File: config.mk
export PLATFORM = sky130hd
export DESIGN_NAME = program_sequencer
export DESIGN_NICKNAME = d
export VERILOG_FILES = /design/src/rtl/program_sequencer_pkg.sv /design/src/rtl/program_sequencer_jump_cond.sv /design/src/rtl/program_sequencer.sv
export SDC_FILE = /design/constraint.sdc
export NUM_CORES = 1
export LEC_CHECK = 0
export ABC_AREA = 1
export CORE_MARGIN = 10
export CORE_UTILIZATION = 50
export DETAILED_ROUTE_END_ITERATION = 10
export PLACE_DENSITY = 0.86
export SLEW_MARGIN = 20
export SYNTH_ARGS = -nofsm -noshare
export SYNTH_HDL_FRONTEND = slang
export SYNTH_HIERARCHICAL = 1
export SYNTH_SLANG_ARGS = --single-unit
export TNS_END_PERCENT = 30
File: constraint.sdc
create_clock -name i_clk -period 2.2 [get_ports i_clk]
set_input_delay 0.44 -clock i_clk [delete_from_list [all_inputs] [get_ports i_clk]]
set_output_delay 0.44 -clock i_clk [all_outputs]
set_load 0.01 [all_outputs]
File: src/rtl/program_sequencer_pkg.sv
// Shared definitions for the program sequencer: FSM states, opcode fields, cond codes.
// Optional call stack is enabled by PROGRAM_SEQUENCER_CALL_STACK_EN.
package program_sequencer_pkg;

  typedef enum logic [2:0] {
    ST_FETCH     = 3'd0,
    ST_DECODE    = 3'd1,
    ST_FETCH_TGT = 3'd2,
    ST_EXEC      = 3'd3,
    ST_HALT      = 3'd4
  } state_t;

  // Instruction word [7:6] selects the sequencer class, [5:4] the op.
  localparam logic [1:0] SEQ_CLASS = 2'b11;
  localparam logic [1:0] OP_JMP    = 2'b00;
  localparam logic [1:0] OP_CALL   = 2'b01;
  localparam logic [1:0] OP_RET    = 2'b10;
  localparam logic [1:0] OP_HALT   = 2'b11;

  localparam logic [1:0] COND_ALWAYS = 2'b00;
  localparam logic [1:0] COND_S0     = 2'b01;
  localparam logic [1:0] COND_S1     = 2'b10;
  localparam logic [1:0] COND_S2     = 2'b11;

  localparam int STACK_DEPTH = 4;

endpackage

File: src/rtl/program_sequencer_jump_cond.sv
// Combinational jump condition: selects a status flag (or always) from the cond field.
module jump_cond
  import program_sequencer_pkg::*;
(
  input  logic [1:0] opcode,
  input  logic [2:0] status,
  output logic       jump
);

  always_comb begin
    jump = 1'b0;
    case (opcode)
      COND_ALWAYS: jump = 1'b1;
      COND_S0:     jump = status[0];
      COND_S1:     jump = status[1];
      COND_S2:     jump = status[2];
      default:     jump = 1'b0;
    endcase
  end

endmodule

File: src/rtl/program_sequencer.sv
// Instruction fetch/decode sequencer with JMP/CALL/RET/HALT and a datapath exec handshake.
// Define PROGRAM_SEQUENCER_CALL_STACK_EN to add a 4-entry return stack and o_stack_err.
module program_sequencer
  import program_sequencer_pkg::*;
#(
  parameter int ADDR_WIDTH = 8,
  parameter int RESET_PC   = 0
) (
  input  logic                  i_clk,
  input  logic                  i_rst,
  output logic [ADDR_WIDTH-1:0] o_imem_addr,
  output logic                  o_imem_req,
  input  logic                  i_imem_ack,
  input  logic [7:0]            i_imem_data,
  input  logic [2:0]            i_status,
  input  logic                  i_status_we,
  output logic [7:0]            o_instr,
  output logic                  o_exec,
  input  logic                  i_exec_done,
  output logic                  o_halted,
  output state_t                o_state
`ifdef PROGRAM_SEQUENCER_CALL_STACK_EN
  ,
  output logic                  o_stack_err
`endif
);

  // Handshake: a fetch word transfers on the rising edge where o_imem_req and
  // i_imem_ack are both 1; o_imem_req/o_imem_addr stay stable until then.
  // o_exec stays 1 until the rising edge that samples i_exec_done=1.

  state_t                state;
  logic [ADDR_WIDTH-1:0] pc;
  logic [ADDR_WIDTH-1:0] pc_inc;
  logic [ADDR_WIDTH-1:0] tgt;
  logic [7:0]            word;
  logic [2:0]            status_q;
  logic                  jump;

  assign pc_inc      = pc + ADDR_WIDTH'(1);
  assign tgt         = ADDR_WIDTH'(i_imem_data);
  assign o_imem_addr = pc;
  assign o_state     = state;

`ifdef PROGRAM_SEQUENCER_CALL_STACK_EN
  logic [ADDR_WIDTH-1:0] stack_mem [STACK_DEPTH];
  logic [2:0]            sp;
  logic [1:0]            sp_top;
  assign sp_top = sp[1:0] - 2'd1;
`endif

  jump_cond u_jump_cond (
    .opcode (word[1:0]),
    .status (status_q),
    .jump   (jump)
  );

  always_ff @(posedge i_clk) begin
    if (i_rst) begin
      state      <= ST_FETCH;
      pc         <= ADDR_WIDTH'(RESET_PC);
      word       <= 8'h00;
      status_q   <= 3'b000;
      o_instr    <= 8'h00;
      o_exec     <= 1'b0;
      o_imem_req <= 1'b0;
      o_halted   <= 1'b0;
`ifdef PROGRAM_SEQUENCER_CALL_STACK_EN
      sp          <= 3'd0;
      o_stack_err <= 1'b0;
      for (int i = 0; i < STACK_DEPTH; i++) stack_mem[i] <= '0;
`endif
    end else begin
      if (i_status_we) status_q <= i_status;
      case (state)
        ST_FETCH: begin
          // Request rises one cycle after entry from reset; acks while low are dropped.
          if (!o_imem_req) begin
            o_imem_req <= 1'b1;
          end else if (i_imem_ack) begin
            word       <= i_imem_data;
            pc         <= pc_inc;
            o_imem_req <= 1'b0;
            state      <= ST_DECODE;
          end
        end
        ST_DECODE: begin
          if (word[7:6] != SEQ_CLASS) begin
            o_instr <= word;
            o_exec  <= 1'b1;
            state   <= ST_EXEC;
          end else begin
            case (word[5:4])
              OP_JMP, OP_CALL: begin
                o_imem_req <= 1'b1;
                state      <= ST_FETCH_TGT;
              end
              OP_RET: begin
`ifdef PROGRAM_SEQUENCER_CALL_STACK_EN
                if (sp == 3'd0) begin
                  o_stack_err <= 1'b1;
                end else begin
                  pc <= stack_mem[sp_top];
                  sp <= sp - 3'd1;
                end
`endif
                o_imem_req <= 1'b1;
                state      <= ST_FETCH;
              end
              default: begin
                o_halted <= 1'b1;
                state    <= ST_HALT;
              end
            endcase
          end
        end
        ST_FETCH_TGT: begin
          // Request stays high: the next fetch starts right at the updated PC.
          if (o_imem_req && i_imem_ack) begin
            state <= ST_FETCH;
`ifdef PROGRAM_SEQUENCER_CALL_STACK_EN
            if (word[5:4] == OP_CALL && jump) begin
              if (sp == 3'(STACK_DEPTH)) begin
                o_stack_err <= 1'b1;
                pc          <= pc_inc;
              end else begin
                stack_mem[sp[1:0]] <= pc_inc;
                sp                 <= sp + 3'd1;
                pc                 <= tgt;
              end
            end else
`endif
            pc <= jump ? tgt : pc_inc;
          end
        end
        ST_EXEC: begin
          if (i_exec_done) begin
            o_exec     <= 1'b0;
            o_imem_req <= 1'b1;
            state      <= ST_FETCH;
          end
        end
        ST_HALT: begin
          o_imem_req <= 1'b0;
        end
        default: begin
          o_imem_req <= 1'b0;
          state      <= ST_FETCH;
        end
      endcase
    end
  end

endmodule

# Yosys cells after proc, flatten, opt, wreduce, memory -nomap -nowiden
# Index checks and enable logic that the tools add are counted.
# W data, S select, Z words.
# word_totals
ff_bits	33
output_inout_bits	22
wordCells	67
# classes
muxes	22
reduce_logical	15
n_addsub	1
n_bitwise	4
n_eq_ne	17
# ops
cell	n
$mux W8	4
$ne A2 B2 Y1 const B	8
$pmux W8 S2	1
$mux W3	5
$pmux W3 S5	1
$reduce_and A3 Y1	3
$add A8 B1 Y8 const B	1
$pmux W1 S4	2
$reduce_and A4 Y1	2
$mux W1	7
$eq A2 B2 Y1 const B	3
$eq A3 B2 Y1 const B	2
$pmux W3 S2	1
$reduce_and A5 Y1	1
$eq A2 B1 Y1 const B	2
$logic_not A2 Y1	2
$not A1 Y1	4
$reduce_bool A2 Y1	2
$eq A3 B1 Y1 const B	1
$eq A3 B3 Y1 const B	1
$logic_not A3 Y1	1
$reduce_or A3 Y1	1
$pmux W1 S2	1
$reduce_and A2 Y1	1
other kinds (2)	2

# Longest topological paths before layout
# depth
depth_word	5
mapped_depth	10

# Cells and area by module
# Netlist, hierarchy kept.
# by_module_without_submodules
mod	cells_per_inst	n_inst	seq_area_each_um2	area_per_inst_um2
program_sequencer	229	1	660.6	1645.3
jump_cond	8	1	0.0	33.8

# Least setup slack after synthesis
# No wires, ideal clock.
# synth_path
path_kind	register -> register
from	register state[1] (netlist: o_state[1])
to	register o_imem_req
path_slack_ns	0.944
n_path_buf	1
path_stages_with_launch	7
synth_period_minus_slack_ns	1.256
arrival_ns	1.141
setup_ns	0.115
path_cell_list	dfxtp_1 buf_2 nand2_1 nor3_1 nor2_1 a21oi_1 nor2_1
# synth_via
elab_chain_cells	3
word_cells_on_any_way	10
cone_classes	eq/ne (6); mux (1); bitwise (1); reduce/logical (2)
# synth_rtl
element	line	text
start: declaration	program_sequencer.sv:32	state_t state;
start signal: assignment	program_sequencer.sv:60	state <= ST_FETCH;
start signal: assignment	program_sequencer.sv:84	state <= ST_DECODE;
start signal: assignment	program_sequencer.sv:91	state <= ST_EXEC;
$eq A3 B1 Y1 / $eq A3 B2 Y1 (equally long branches)	program_sequencer.sv:75	case (state)
$ne A2 B2 Y1 (no line) / $not A1 Y1 (equally long branches)	--	
$reduce_and A4 Y1 (no line)	--	
end signal: assignment	program_sequencer.sv:79	o_imem_req <= 1'b1;
end signal: assignment	program_sequencer.sv:83	o_imem_req <= 1'b0;
end signal: assignment	program_sequencer.sv:95	o_imem_req <= 1'b1;
end: declaration	program_sequencer.sv:12	output logic o_imem_req,
# Several ways; a longest one is shown, not always the timed one.
# A chain may end at the register's enable or synchronous reset.

# Worst setup path in the final report
# layout_path
from	register state[2] (netlist: o_state[2])
to	output port o_state[2]
# layout_lines
element	line	text
end: declaration	program_sequencer.sv:21	output state_t o_state
# No word-level cell between the ends.

==> metrics.txt <==
worst path cell trace=clkdlybuf4s50_1; r2r setup slk=0.79 ns; total power=0.001438 W; Global Route met3 Usage=7.028%; Post-synth EDFFs=0; Clock Skew=0.002631 ns; # diodes=0; Fillers=268; die area=6076 sq um; Max Root-Sink Buffers=2; Cells after Synth=237; share of cells above drive strength 1=10.51%; final worst slack=0.2477 ns; initial DRC count=69; crit start category=register; clock sink total=33; Post-Layout Cell Count=320; pwr dens=674.6 nW/um^2; dpl ws=0.3054 ns; WS Path Type=register to output pin; post-DR vias/cell=5.028; Row Count=20; Yosys cell types=25; worst vdd ir=0.5090 mV; area taken by multi-input logic gates=808.3 sq um; Crit path largest cell delay=0.62 ns; Remaining Overflow, GRT=0; Worst-path clk slew=0.10 ns; RSZ-0062 raised after global routing=false; Post-Route WL=3838 um; Die X=77.95 um; antenna-violating nets left=0; fin crit share=88.74%; hold_buf cts=0; clk_lat worst skew=0.34 ns; first-pass detailed-route iteration total=4; Ys Warns=6; final setup TNS=0 ns; Max Cap Viol=0; placed insts=313; GRT Util Overall=13.45%; DRC Markers=0; IO Pins=38; commonest non-fill, non-tap cell in the layout=nand2_1; min Tclk post-route=1.952 ns; first-pass GRT wire length=6789 um; top cell family by delay on the critical path=buffers and inverters; Final setup viols=0; Rel. slew slack=75.07%; reg-to-reg endpoint=word[6]$_SDFFE_PP0P_; Root Driver=clkbuf_4; run status=completed; Die Y=77.95 um; Worst-Margin Slew=0.3734 ns; TritonCTS clock tree=done; TritonCTS Buffers=5; vias after detailed routing=1,609; buffers and inverters on the worst path=1; async set-reset flop share out of synthesis=0%; Reg area=660.6 sq um; final net count=293; Core Area=3128 sq um; Syn-to-layout area delta=26.97%; Slew Limit Fails=0; Initial Util=53.68%; Max Clk Rate=512.2 MHz; average cell area after synthesis=7.085 sq um; M1 GR Usage=13.34%; largest net degree at the start of global routing=20; most frequent cells in the layout=nand2_1 (50), inv_1 (38), clkdlybuf4s50_1 (37), dfxtp_1 (33), nor2_1 (25); worst r2r src=o_state[2]$_SDFFE_PP0P_; final HPWL from detailed placement=2929 um; gpl congestion=0.8285; initial antenna violation count=0; cells on worst reg2reg path=6; synthesized area=1679 sq um; HP Class=register to register; cell area after placement=2059 sq um; required time worst endpoint=1.76 ns; GR Layer Usage met2=22.97%; H-Tree Depth=2; Worst setup endpoint=o_state[2]; GR peak layer=met2; Slowest-stage cell, CP=clkdlybuf4s50_1; Mapped Nets=254; post-CTS setup buffer count=0; CTS-repair resized insts=0; arrival time worst endpoint=1.51 ns; wire per inst=11.99 um; Leak=0.8559 nW; vias in the first global route=1,631; Final Hold Viols=0; number of cells on the critical path=1; Crit Path Max Fanout=7; crit end category=output pin; CP Launch Point=o_state[2]$_SDFFE_PP0P_; IO buf count=37; Main synth FF type=dfxtp_1; fin area=2132 sq um; Seq cells post-synth=33; register area share after synthesis=39.34%
[final cells by class]
class                      instances  share of cell area (%)
clock buffer                       5                   1.761
sequential                        33                   30.99
clock inverter                     2                   1.643
timing repair buffer              39                   18.08
multi-input combinational        157                   37.91
inverter                          40                   7.042
tap                               44                   2.582
[synth_stat cells, types with 2 or more instances]
master | count | area, sq um
nor2_1 | 25 | 93.84
buf_6 | 2 | 22.52
nand3_1 | 16 | 80.08
a21oi_1 | 21 | 105.1
o21ai_0 | 16 | 80.08
nor2_2 | 4 | 25.02
dfxtp_1 | 33 | 660.6
inv_1 | 38 | 142.6
nor2_4 | 4 | 45.04
inv_2 | 2 | 7.510
nand2_2 | 3 | 18.77
nand4_1 | 3 | 18.77
nand2_1 | 50 | 187.7
a211oi_2 | 4 | 50.05
nand2_4 | 2 | 22.52
buf_2 | 2 | 10.01
a211oi_1 | 4 | 30.03
[power by group]
| group | internal, W | switching (W) |
|---|---|---|
| Sequential | 0.000647 | 0.0000345 |
| Combinational | 0.000142 | 0.000178 |
| Clock | 0.000231 | 0.000205 |
| Total | 0.00102 | 0.000418 |
[how the worst min path moves through the flow]
stage | startpoint | endpoint | depth (start not counted)
finish | o_halted$_SDFFE_PP0P_ | o_halted$_SDFFE_PP0P_ | 2
global route | o_exec$_SDFFE_PP0P_ | o_exec$_SDFFE_PP0P_ | 2
CTS | o_halted$_SDFFE_PP0P_ | o_halted$_SDFFE_PP0P_ | 2
detailed placement | o_halted$_SDFFE_PP0P_ | o_halted$_SDFFE_PP0P_ | 2
global placement | o_halted$_SDFFE_PP0P_ | o_halted$_SDFFE_PP0P_ | 2
floorplan | word[7]$_SDFFE_PP0P_ | word[7]$_SDFFE_PP0P_ | 2
[per-stage QoR]
stage | util [%] | hold slack [ns]
after floorplan | - | 0.4447
after global placement | 65.84 | 0.4381
after detailed placement | 65.84 | 0.4480
after CTS | 68.16 | 0.4630
after global routing | 68.16 | 0.4948
final | 68.16 | 0.4574
[registers in the layout, indices dropped and copies added, names as in the netlist]
name / cells
word: 8
o_state: 3
o_instr: 8
status_q: 3
o_imem_req: 1
o_imem_addr: 8
o_halted: 1
o_exec: 1
[cells by family after synthesis]
group	after synthesis	share of synthesized area [%]
compound gates	47	16.62
flops	33	39.34
fa+ha+maj	1	0.7450
simple gates	109	30.77
buf+inv	47	12.52
[layer usage]
layer  wire, um  share of wire (%)
met1       1617                 42
met4         56                1.5
met5          0                  0
met2       1846                 48
met3        318                8.3
[worst register-to-register path: stages, from the launching register on]
cell and delay [ns]:
dfxtp_1 0.43, inv_2 0.10, nand2_2 0.07, nor2_4 0.27, nand2_4 0.17, o21ai_0 0.21, a21oi_1 0.06
(Power assumes the default switching activity.)
